==> src/rtl/dmem_arb_pkg.sv <==
// Shared types and constants for the data-memory arbiter and its winner-select block.
// Also holds the small helpers used to pick the winning port's request fields.
package dmem_arb_pkg;

  typedef enum logic {
    IDLE    = 1'b0,
    RD_WAIT = 1'b1
  } arb_state_e;

  localparam logic P_CPU = 1'b0;
  localparam logic P_AUX = 1'b1;

  localparam int PRIO_RR    = 0;
  localparam int PRIO_FIXED = 1;

  // Port index of a one-hot grant vector; bit 1 set means the aux port won.
  function automatic logic port_of(input logic [1:0] onehot);
    return onehot[1];
  endfunction

endpackage

==> src/rtl/arb2_select.sv <==
// Two-way winner select producing a one-hot grant from two requests.
// Round-robin favours the port that did not win last; fixed priority favours port 0 unless starve is set.
module arb2_select
  import dmem_arb_pkg::*;
(
  input  logic       req0,
  input  logic       req1,
  input  logic       last,
  input  logic       prio_mode,
  input  logic       starve,
  output logic [1:0] gnt
);

  always_comb begin
    gnt = 2'b00;
    if (req0 && req1) begin
      if (prio_mode)
        gnt = starve ? 2'b10 : 2'b01;
      else
        gnt = (last == P_CPU) ? 2'b10 : 2'b01;
    end else begin
      gnt = {req1, req0};
    end
  end

endmodule

==> src/rtl/dmem_arbiter.sv <==
// Shares the single data-memory port between the core (port 0) and an auxiliary master (port 1).
// Grants are combinational; read completion is tracked with a down-counter so a new access can overlap rvalid.
module dmem_arbiter
  import dmem_arb_pkg::*;
#(
  parameter int AW        = 32,
  parameter int DW        = 32,
  parameter int RD_LAT    = 1,
  parameter int PRIO_MODE = 0,
  parameter int MAX_WAIT  = 8
) (
  input  logic          clock,
  input  logic          reset,
  input  logic          req0,
  input  logic          req1,
  input  logic          we0,
  input  logic          we1,
  input  logic [AW-1:0] addr0,
  input  logic [AW-1:0] addr1,
  input  logic [DW-1:0] wdata0,
  input  logic [DW-1:0] wdata1,
  input  logic [2:0]    memop0,
  input  logic [2:0]    memop1,
  output logic          gnt0,
  output logic          gnt1,
  output logic          rvalid0,
  output logic          rvalid1,
  output logic [DW-1:0] rdata,
  output logic [AW-1:0] mem_addr,
  output logic [DW-1:0] mem_datain,
  output logic [2:0]    mem_memop,
  output logic          mem_we,
  output logic          mem_re,
  input  logic [DW-1:0] mem_dataout,
  output logic          busy
);

  localparam logic [2:0] RD_LAT_C   = 3'(RD_LAT);
  localparam logic [7:0] MAX_WAIT_C = 8'(MAX_WAIT);
  localparam logic       FIXED_C    = (PRIO_MODE == PRIO_FIXED);

  arb_state_e    state;
  logic [2:0]    rcnt;
  logic          rport;
  logic          last;
  logic [7:0]    wcnt;

  logic [AW-1:0] addr_p1;
  logic [DW-1:0] wdata_p1;
  logic [2:0]    memop_p1;

  logic          issue_ok;
  logic          cmpl;
  logic          starve;
  logic [1:0]    sel;
  logic          issue;
  logic          win;
  logic          win_we;
  logic [AW-1:0] win_addr;
  logic [DW-1:0] win_wdata;
  logic [2:0]    win_memop;

  // The completion cycle of a read is also an issue slot, so reads can stream back to back.
  assign cmpl     = !reset && (state == RD_WAIT) && (rcnt == 3'd1);
  assign issue_ok = !reset && ((state == IDLE) || (rcnt == 3'd1));
  assign starve   = (wcnt == MAX_WAIT_C);

  arb2_select u_sel (
    .req0      (req0),
    .req1      (req1),
    .last      (last),
    .prio_mode (FIXED_C),
    .starve    (starve),
    .gnt       (sel)
  );

  assign gnt0      = issue_ok && sel[0];
  assign gnt1      = issue_ok && sel[1];
  assign issue     = gnt0 || gnt1;
  assign win       = port_of({gnt1, gnt0});
  assign win_we    = win ? we1 : we0;
  assign win_addr  = win ? addr1 : addr0;
  assign win_wdata = win ? wdata1 : wdata0;
  assign win_memop = win ? memop1 : memop0;

  assign mem_we     = issue && win_we;
  assign mem_re     = issue && !win_we;
  assign mem_addr   = issue ? win_addr : addr_p1;
  assign mem_datain = issue ? win_wdata : wdata_p1;
  assign mem_memop  = issue ? win_memop : memop_p1;

  assign rvalid0 = cmpl && (rport == P_CPU);
  assign rvalid1 = cmpl && (rport == P_AUX);
  assign rdata   = mem_dataout;
  assign busy    = !reset && (state == RD_WAIT);

  // Stage p1: hold the last issued request fields on the memory bus between grants.
  always_ff @(posedge clock) begin
    if (issue) begin
      addr_p1  <= win_addr;
      wdata_p1 <= win_wdata;
      memop_p1 <= win_memop;
    end
  end

  always_ff @(posedge clock) begin
    if (reset) begin
      state <= IDLE;
      rcnt  <= 3'd0;
      rport <= P_CPU;
      last  <= P_AUX;
      wcnt  <= 8'd0;
    end else begin
      if (issue)
        last <= win;

      if (issue && !win_we) begin
        state <= RD_WAIT;
        rcnt  <= RD_LAT_C;
        rport <= win;
      end else if (state == RD_WAIT) begin
        if (rcnt == 3'd1) begin
          state <= IDLE;
          rcnt  <= 3'd0;
        end else begin
          rcnt <= rcnt - 3'd1;
        end
      end

      // Starvation guard only matters under fixed priority; it stays at zero in round-robin.
      if (FIXED_C) begin
        if (!req1 || gnt1)
          wcnt <= 8'd0;
        else if (issue_ok && (wcnt != MAX_WAIT_C))
          wcnt <= wcnt + 8'd1;
      end
    end
  end

endmodule

==> config.mk <==
export PLATFORM = sky130hd
export DESIGN_NAME = dmem_arbiter
export DESIGN_NICKNAME = d
export VERILOG_FILES = /design/src/rtl/dmem_arb_pkg.sv /design/src/rtl/arb2_select.sv /design/src/rtl/dmem_arbiter.sv
export SDC_FILE = /design/constraint.sdc
export NUM_CORES = 1
export LEC_CHECK = 0
export ABC_AREA = 1
export CAP_MARGIN = 5
export CORE_AREA = 2 2 109 111
export CTS_BUF_LIST = sky130_fd_sc_hd__clkbuf_4
export DETAILED_ROUTE_END_ITERATION = 8
export DIE_AREA = 0 0 111 113
export HOLD_SLACK_MARGIN = 0.12
export PLACE_DENSITY_LB_ADDON = 0.08
export RECOVER_POWER = 50
export SETUP_SLACK_MARGIN = 0.15
export SLEW_MARGIN = 10
export SYNTH_ARGS = -nofsm -noshare
export SYNTH_HDL_FRONTEND = slang
export SYNTH_SLANG_ARGS = --single-unit
==> constraint.sdc <==
create_clock -name clock -period 2.4 [get_ports clock]
set_clock_uncertainty 0.1 [all_clocks]
set_input_delay 0.48 -clock clock [delete_from_list [all_inputs] [get_ports clock]]
set_output_delay 0.48 -clock clock [all_outputs]
set_load 0.03 [all_outputs]
# After elaboration in Yosys (flattened, before gate mapping)
# Index checks and enable logic that the tools add are counted.
totals:
  regBits: 73
  word_cells: 43
classes:
  n_addsub: 1
  n_eq_ne: 1
  mux: 15
  bitwise_logic: 2
  reduce_logical: 16
ops:
  columns: ["cell", "n"]
  rows:
  - ["$mux W32", 4]
  - ["$logic_and A1 B1 Y1", 10]
  - ["$mux W3", 3]
  - ["$mux W1", 6]
  - ["$mux W2", 2]
  - ["$eq A3 B1 Y1 const B", 1]
  - ["$sub A3 B1 Y3 const B", 1]
  - ["$logic_not A1 Y1", 2]
  - ["$logic_or A1 B1 Y1", 2]
  - ["$not A1 Y1", 2]
  - ["$reduce_bool A2 Y1", 1]
  - ["$reduce_or A2 Y1", 1]

# Depth between registers and ports, before layout
# Gate-level depths: netlist of run 1.
depth:
  depth_word: 8
  ltp_mapped: 11
  mapped_depth_nobuf: 9

# Modules after synthesis
# From an unflattened synthesis of run 1, not the netlist that was laid out.
hier_totals:
  hier_cells: 526
  area_unflattened_um2: 3668.5
by_module_without_submodules:
  columns: ["module", "n_inst", "cells_per_inst", "area_per_inst_um2", "seq_area_each_um2"]
  rows:
  - ["dmem_arbiter", 1, 512, 3611.0, 1461.4]
  - ["arb2_select", 1, 14, 57.6, 0.0]

# Worst setup path after synthesis of run 1
# OpenSTA, ideal clock, no wires.
synth_timing:
  kind: "register to output"
  start: "register rcnt[1]"
  end: "output port mem_addr[10]"
  arrival_ps: 1677
  slack_ps: 143
  stages_incl_launch_ff: 10
  n_path_buf: 2
  path_cell_list: "dfxtp_1 > inv_1 > ha_1 > nand2_2 > nand2_4 > nand3_4 > buf_6 > buf_2 > o21ai_0 > o21ai_1"
synth_via:
  elab_chain_cells: 6
  word_cells_on_any_way: 8
  cone_classes: "eq/ne (1); mux (2); reduce/logical (5)"
synth_rtl:
  columns: ["element", "line_no", "source"]
  rows:
  - ["start: declaration", "dmem_arbiter.sv:43", "logic [2:0] rcnt;"]
  - ["start signal: assignment", "dmem_arbiter.sv:126", "rcnt <= rcnt - 3'd1;"]
  - ["$eq A3 B1 Y1 *", "dmem_arbiter.sv:65", "assign issue_ok = !reset && ((state == IDLE) || (rcnt == 3'd1));"]
  - ["$logic_or A1 B1 Y1 *", "dmem_arbiter.sv:65", null]
  - ["$logic_and A1 B1 Y1 *", "dmem_arbiter.sv:65", null]
  - ["$logic_and A1 B1 Y1 (on tied branches)", "dmem_arbiter.sv:78, dmem_arbiter.sv:77", null]
  - ["$mux W32 or $logic_or A1 B1 Y1 (tied branches)", "dmem_arbiter.sv:82, dmem_arbiter.sv:79", null]
  - ["$mux W32 *", null, null]
  - ["end: declaration", "dmem_arbiter.sv:29", "output logic [AW-1:0] mem_addr,"]
# Every way passes the cells marked *; elsewhere a longest branch is shown, timed or not.

# Worst setup path after layout of run 1
layout_timing:
  start: "register rcnt[0]"
  end: "output port mem_addr[23]"
# Same word-level chain as after synthesis.

==> results.tsv, run 1 <==
stage	metric	value	unit
outcome	status	finished, violations left	
outcome	violations	negative setup slack	
setup_path	r2r-end	addr_p1[23]$_DFF_P_	
placed_design	gp_congestion	0.8382	
global_route	grt_pass1_vias	4020	
power	pwr-share-clk	13.3	%
clocking	cts_tree	done	
clocking	clkTransAtPathRegs	110	ps
synth	synth_edf_count	0	
placed_design	post-dp-hpwl	8.117	mm
clocking	cts_inserted_buffers	9	
power	internal_power	3019	uW
drt	wl_per_cell	14.08	um
setup_path	crit_type	reg2out	
setup_path	regToRegSetupSlack	290	ps
global_route	grt_use_met2	34.93	%
synth	syn_nets	688	
global_route	grt_usage	18.91	%
power	sw_frac_of_total	38.33	%
global_route	antenna_found_initial	0	
synth	ys_seq_area_share	39.74	%
placed_design	numPlacedInstances	845	
drt	route.detailed.drc	0	
die	die_h	113	um
sta	setup_viol	70	
synth	yosys.area.top_type	dfxtp_1	
synth	synth_cells	514	
sta	post-route-period-util	114.3	%
placed_design	pre_cts_ws	-418.5	ps
setup_path	rr_worst_depth	12	
placed_design	port_buffers	213	
clocking	clock_sinks	73	
min_path	hold_path_depth	2	
global_route	grt_first_pass_wirelength	18.78	mm
sta	final-max-slew-violation-count	0	
synth	ys_warn_count	0	
clocking	clk_latency	430	ps
min_path	hp-class	reg2reg	
flow_run	drv_cap	0	
setup_path	crit_required	1820	ps
global_route	met3_usage	6.909	%
finish	stdcell_count	902	
finish	insertedDiodeCount	0	
power	p_per_area	682.9	nW/um2
drt	via_count	4048	
synth	synth_commonest_cells	nand2_1, o21ai_1, inv_1, dfxtp_1, o21ai_0	
sta	hold_violations	0	
die	dieArea	12540	um2
clocking	clock_path_buffers	2	
sta	fin_ws	-342.4	ps
global_route	grt_most_used_layer	met2	
synth	syn_area_per_cell	7.154	um2
clocking	cts-root-buf	clkbuf_4	
die	rows	39	
drt	postRouteAntennaNets	0	
global_route	overflow	0	
synth	synth_cell_type_count	28	
drt	routed_wl	12.70	mm
finish	area_growth	94.96	%
min_path	min_to	wdata_p1[1]$_DFF_P_	
finish	drive_gt1_share	39.53	%
synth	synthTopCellsByArea	dfxtp_1, nand2_1, o21ai_1	
power	combPwrFrac	54.6	%
finish	nNetsFinal	930	
power	vdd_drop_max	0.4648	mV
sta	tightest_slew	225.4	ps
finish	post-route-util	63.60	%
synth	yosys.area.top_type_share	39.74	%
drt	drtPass1Iterations	4	
power	total_power	4896	uW
drt	viasPerCell	4.488	
setup_path	critPathCaptureType	primary output	
synth	ys.flop_type	dfxtp_1	
setup_path	cp.arrival	2160	ps
setup_path	crit_fanout	5	
setup_path	startpoint_type	flop	
global_route	grt_max_degree	44	
clocking	htreeDepth	3	
synth	synth-seq-cells	73	
sta	period_minus_slack	2742	ps
synth	synthesis.area	3677	um2
power	pwr-share-seq	32.1	%
setup_path	r2r_start	rcnt[0]$_SDFFE_PP0P_	
die	pin_count	278	
die	core-area	11270	um2
power	p_switching	1877	uW
sta	max-slew-margin-rel	84.82	%
sta	grt_setup_unrepaired	true	
synth	async_flop_share	0	%
drt	drt_iter0_drc	135	
global_route	met1_usage	19.02	%
power	leakage	0.003409	uW
die	die_w	111	um
min_path	hp-start	wdata_p1[1]$_DFF_P_	
sta	hold_slack	369.7	ps
die	initial_core_util	32.62	%
sta	fmax	364.6	MHz
synth	yosysMostFrequentCell	nand2_1	
==> metrics by stage <==
step	area [um2]	setup TNS (ps)
after floorplan	3797	0
after global placement	5853	-21990
after detailed placement	5853	-23440
after CTS	6698	-18880
after global routing	7169	-26240
final	7169	-17850
==> placed cells by master (no fill, tap or decap), types with 2 or more instances in the layout <==
cell type / n
buf_8: 3
dfxtp_2: 2
buf_16: 6
nand2_1: 106
dfxtp_1: 71
clkdlybuf4s50_1: 137
clkinv_1: 2
clkbuf_16: 3
nor2_1: 4
o21ai_0: 8
buf_12: 14
o21ai_2: 64
clkbuf_4: 12
inv_2: 4
a21oi_1: 3
buf_4: 68
nand3_2: 2
dlygate4sd2_1: 2
o21ai_4: 18
inv_1: 74
buf_6: 59
nand2_2: 31
o21ai_1: 45
nand2_4: 4
nand3_4: 2
==> layer usage <==
metal / routed length (um) / vias up
li1: - / 2062
met5: 0 / -
met4: 288 / 0
met2: 6580 / 148
met1: 4814 / 1809
met3: 1014 / 29
==> repair_timing <==
item / 4_1_cts / 5_1_grt
resized for setup: 142 / 85
setup buffers: 22 / 13
cloned: 5 / 3
pin swaps: 23 / 32
endpoints found under the setup margin: 70 / 72
hold buffers: 0 / 0
==> power groups by stage <==
stage | logic [uW] | clock network (uW) | registers (uW)
3_5_place_dp | 2050 | 0 | 1590
5_1_grt | 2830 | 729 | 1600
3_3_place_gp | 2040 | 0 | 1580
4_1_cts | 2450 | 685 | 1570
6_report | 2670 | 652 | 1570
2_1_floorplan | 1260 | 0 | 1570
==> worst max-delay path by stage <==
stage                    startpoint  slack, ps  cells past startpoint            to
3_5_place_dp                   req1       -420                     10  mem_memop[0]
4_1_cts        rcnt[1]$_SDFFE_PP0P_       -350                     12  mem_memop[0]
5_1_grt        rcnt[1]$_SDFFE_PP0P_       -450                     12  mem_memop[0]
2_1_floorplan  rcnt[1]$_SDFFE_PP0P_        140                     10   mem_addr[0]
3_3_place_gp                   req1       -410                      9  mem_addr[21]
6_report       rcnt[0]$_SDFFE_PP0P_       -340                     11  mem_addr[23]
==> registers in the layout, summed over array words and instances (netlist names) <==
| register | cells |
|---|---|
| addr_p1 | 32 |
| rcnt | 3 |
| memop_p1 | 3 |
| rport | 1 |
| last | 1 |
| state | 1 |
| wdata_p1 | 32 |
==> kinds of logic (layout without fill, tap and decap cells) <==
family	after synthesis	in the layout	share of synthesized area [%]
adder cells (fa/ha/maj)	2	2	0.6804
buffers and inverters	141	386	21.57
AO/OA/AOI/OAI	143	143	20.14
flip-flops	73	73	39.74
AND/OR/NAND/NOR	155	155	17.86
==> worst max-delay path: stages, from the launching register on <==
cell	delay [ps]
dfxtp_1	390
ha_4	170
nand2_4	60
nand2_8	80
nand3_4	120
buf_8	170
buf_12	140
buf_6	120
nand2_2	40
o21ai_1	80
o21ai_2	190
buf_6	160
==> area by class of cell <==
cell class	instances	area [um2]
clock buffers	12	90.09
repair buffers	292	3129
inverters	80	315.3
well taps	143	178.9
flip-flops and latches	73	1464
fillers	985	4103
multi-input cells	300	1984
clock inverters	2	7.507
Power figures use the tool's default switching activity.
==> run 2: changes to the inputs <==
Settings changed: ABC_CLOCK_PERIOD_IN_PS from default to 3500.
Clock period 2.4 ns to 3.5 ns, I/O delays scaled along.
==> results.tsv, run 2 (synthesis gave the netlist of run 1 again) <==
stage	metric	value	unit	change
finish	nNetsFinal	862		-7.3%
sta	period_minus_slack	3301	ps	
finish	reg.largest.list	addr_p1 x32, wdata_p1 x32		
min_path	hp-class	reg2reg		
drt	drt_iter0_drc	118		-13%
placed_design	numPlacedInstances	820		-3.0%
power	sw_frac_of_total	38.85	%	+0.52 points
sta	post-route-period-util	94.32	%	
finish	stdcell_count	836		-7.3%
power	leakage	0.002742	uW	-20%
setup_path	crit_required	2700	ps	+880 ps
finish	post-route-util	49.65	%	-14 points
drt	viasPerCell	4.285		-4.5%
clocking	cts_tree	done		
sta	max-slew-margin-rel	74.37	%	-10 points
power	p_switching	1066	uW	-43%
clocking	htreeDepth	3		unchanged
global_route	grt_max_degree	84		+91%
power	vdd_drop_max	0.2337	mV	-50%
sta	fin_setup_tns	0	ps	+17850 ps
power	pwr-share-clk	15.7	%	+2.4 points
setup_path	startpoint_type	input port		
power	pwr-share-seq	39.0	%	+6.9 points
flow_run	drv_cap	0		unchanged
power	p_per_area	490.0	nW/um2	-28%
sta	grt_setup_unrepaired	true		
clocking	clock_path_buffers	2		unchanged
finish	area_growth	52.19	%	
sta	final-max-slew-violation-count	0		unchanged
finish	layout_commonest_cell	clkdlybuf4s50_1		
clocking	cts-root-buf	clkbuf_4		
placed_design	post-dp-hpwl	7.811	mm	-3.8%
drt	via_count	3582		-12%
setup_path	crit_type	in2out		
power	total_power	2742	uW	-44%
die	core-area	11270	um2	unchanged
setup_path	crit_fanout	53		+48
die	dieArea	12540	um2	unchanged
power	combPwrFrac	45.3	%	-9.3 points
drt	drtPass1Iterations	4		unchanged
finish	layout_common_cells	clkdlybuf4s50_1, nand2_1, o21ai_0		
die	pin_count	278		unchanged
drt	route.detailed.drc	0		unchanged
die	die_h	113	um	unchanged
drt	wl_per_cell	11.91	um	-15%
setup_path	cp.arrival	2500	ps	+340 ps
drt	routed_wl	9.955	mm	-22%
clocking	cts_inserted_buffers	9		unchanged
clocking	post_cts_buffers	0		-100%
global_route	grt_pass1_vias	3496		-13%
sta	tightest_slew	380.5	ps	+155.1 ps
die	rows	39		unchanged
power	internal_power	1677	uW	-44%
placed_design	gp_congestion	0.8245		-1.6%
clocking	clk_latency	410	ps	-20 ps
die	initial_core_util	32.62	%	unchanged
drt	postRouteAntennaNets	0		unchanged
setup_path	r2r_start	rcnt[1]$_SDFFE_PP0P_		
clocking	cts_hold_buf	0		unchanged
finish	insertedDiodeCount	0		unchanged
placed_design	port_buffers	213		unchanged
sta	setup_viol	0		-100%
sta	hold_violations	0		unchanged
setup_path	critPathCaptureType	primary output		
global_route	grt_usage	16.13	%	-2.8 points
global_route	antenna_found_initial	0		unchanged
min_path	hp-start	wdata_p1[23]$_DFF_P_		
global_route	overflow	0		unchanged
outcome	status	finished, final reports clean		
sta	fmax	302.9	MHz	
clocking	clkTransAtPathRegs	110	ps	about the same
finish	drive_gt1_share	16.45	%	-23 points
setup_path	startpoint	req1		
clocking	clock_sinks	73		unchanged
global_route	grt_first_pass_wirelength	16.44	mm	-12%
die	die_w	111	um	unchanged
-- run 2: cell count changes in the layout (fill, tap and decap cells not counted), sizes merged --
| cell | change |
|---|---|
| buf | -69 |
| clkdlybuf4s50 | +6 |
| clkbuf | -5 |
| clkinv | +3 |
| dlygate4sd2 | -2 |
| inv | +1 |
-- run 2: area by class of cell --
| cell class | count | area (um2) |
|---|---|---|
| clock buffer | 10 | 75.07 |
| clock inverter | 6 | 25.02 |
| fill | 1126 | 5675 |
| inverter | 80 | 307.8 |
| multi-input combinational | 300 | 1421 |
| sequential | 73 | 1461 |
| tap | 143 | 178.9 |
| timing repair buffer | 224 | 2127 |
-- run 2: path summary, 6_finish.rpt --
| path | to | slack [ps] | depth (start not counted) |
|---|---|---|---|
| setup / recovery | mem_addr[22] | 200 | 9 |
| hold / removal | wdata_p1[23]$_DFF_P_ | 360 | 2 |
| setup reg to reg | rcnt[1]$_SDFFE_PP0P_ | 1660 | 10 |
| hold reg to reg | wdata_p1[23]$_DFF_P_ | 360 | 2 |
-- run 2: per-stage QoR --
stage	cell area [um2]	setup slack, ps	hold WS [ps]
global route	5597	67.09	384.5
finish	5597	198.8	361.1
detailed placement	5493	144.0	335.8
CTS	5595	222.2	365.1
global placement	5493	232.6	335.4
floorplan	3677	850.5	357.9
-- run 2: critical path: stages --
cell             delay (ps)
clkdlybuf4s50_1         530
inv_2                    60
a21oi_4                 140
nand3_4                 140
buf_12                  210
nand2_1                  70
o21ai_1                  60
o21ai_0                 330
buf_4                   240
-- run 2: what timing repair did --
action	CTS	global route
setup endpoints to repair	5	33
pin swaps	0	0
gates resized for setup	1	2
-- run 2: routing by layer --
layer | part of all wire, % | vias up | track usage, %
met1 | 41 | 1492 | 17.36
met5 | 0 | - | 0
li1 | - | 1915 | -
met2 | 47 | 155 | 27.85
met4 | 2.3 | 0 | 7.500
met3 | 10 | 20 | 6.535
-- run 2: power by group through the flow --
| stage | clock (uW) | sequential (uW) | combinational (uW) |
|---|---|---|---|
| 2_1_floorplan | 0 | 1080 | 817 |
| 3_3_place_gp | 0 | 1090 | 1260 |
| 3_5_place_dp | 0 | 1090 | 1270 |
| 4_1_cts | 460 | 1070 | 1280 |
| 5_1_grt | 489 | 1090 | 1350 |
| 6_report | 432 | 1070 | 1240 |
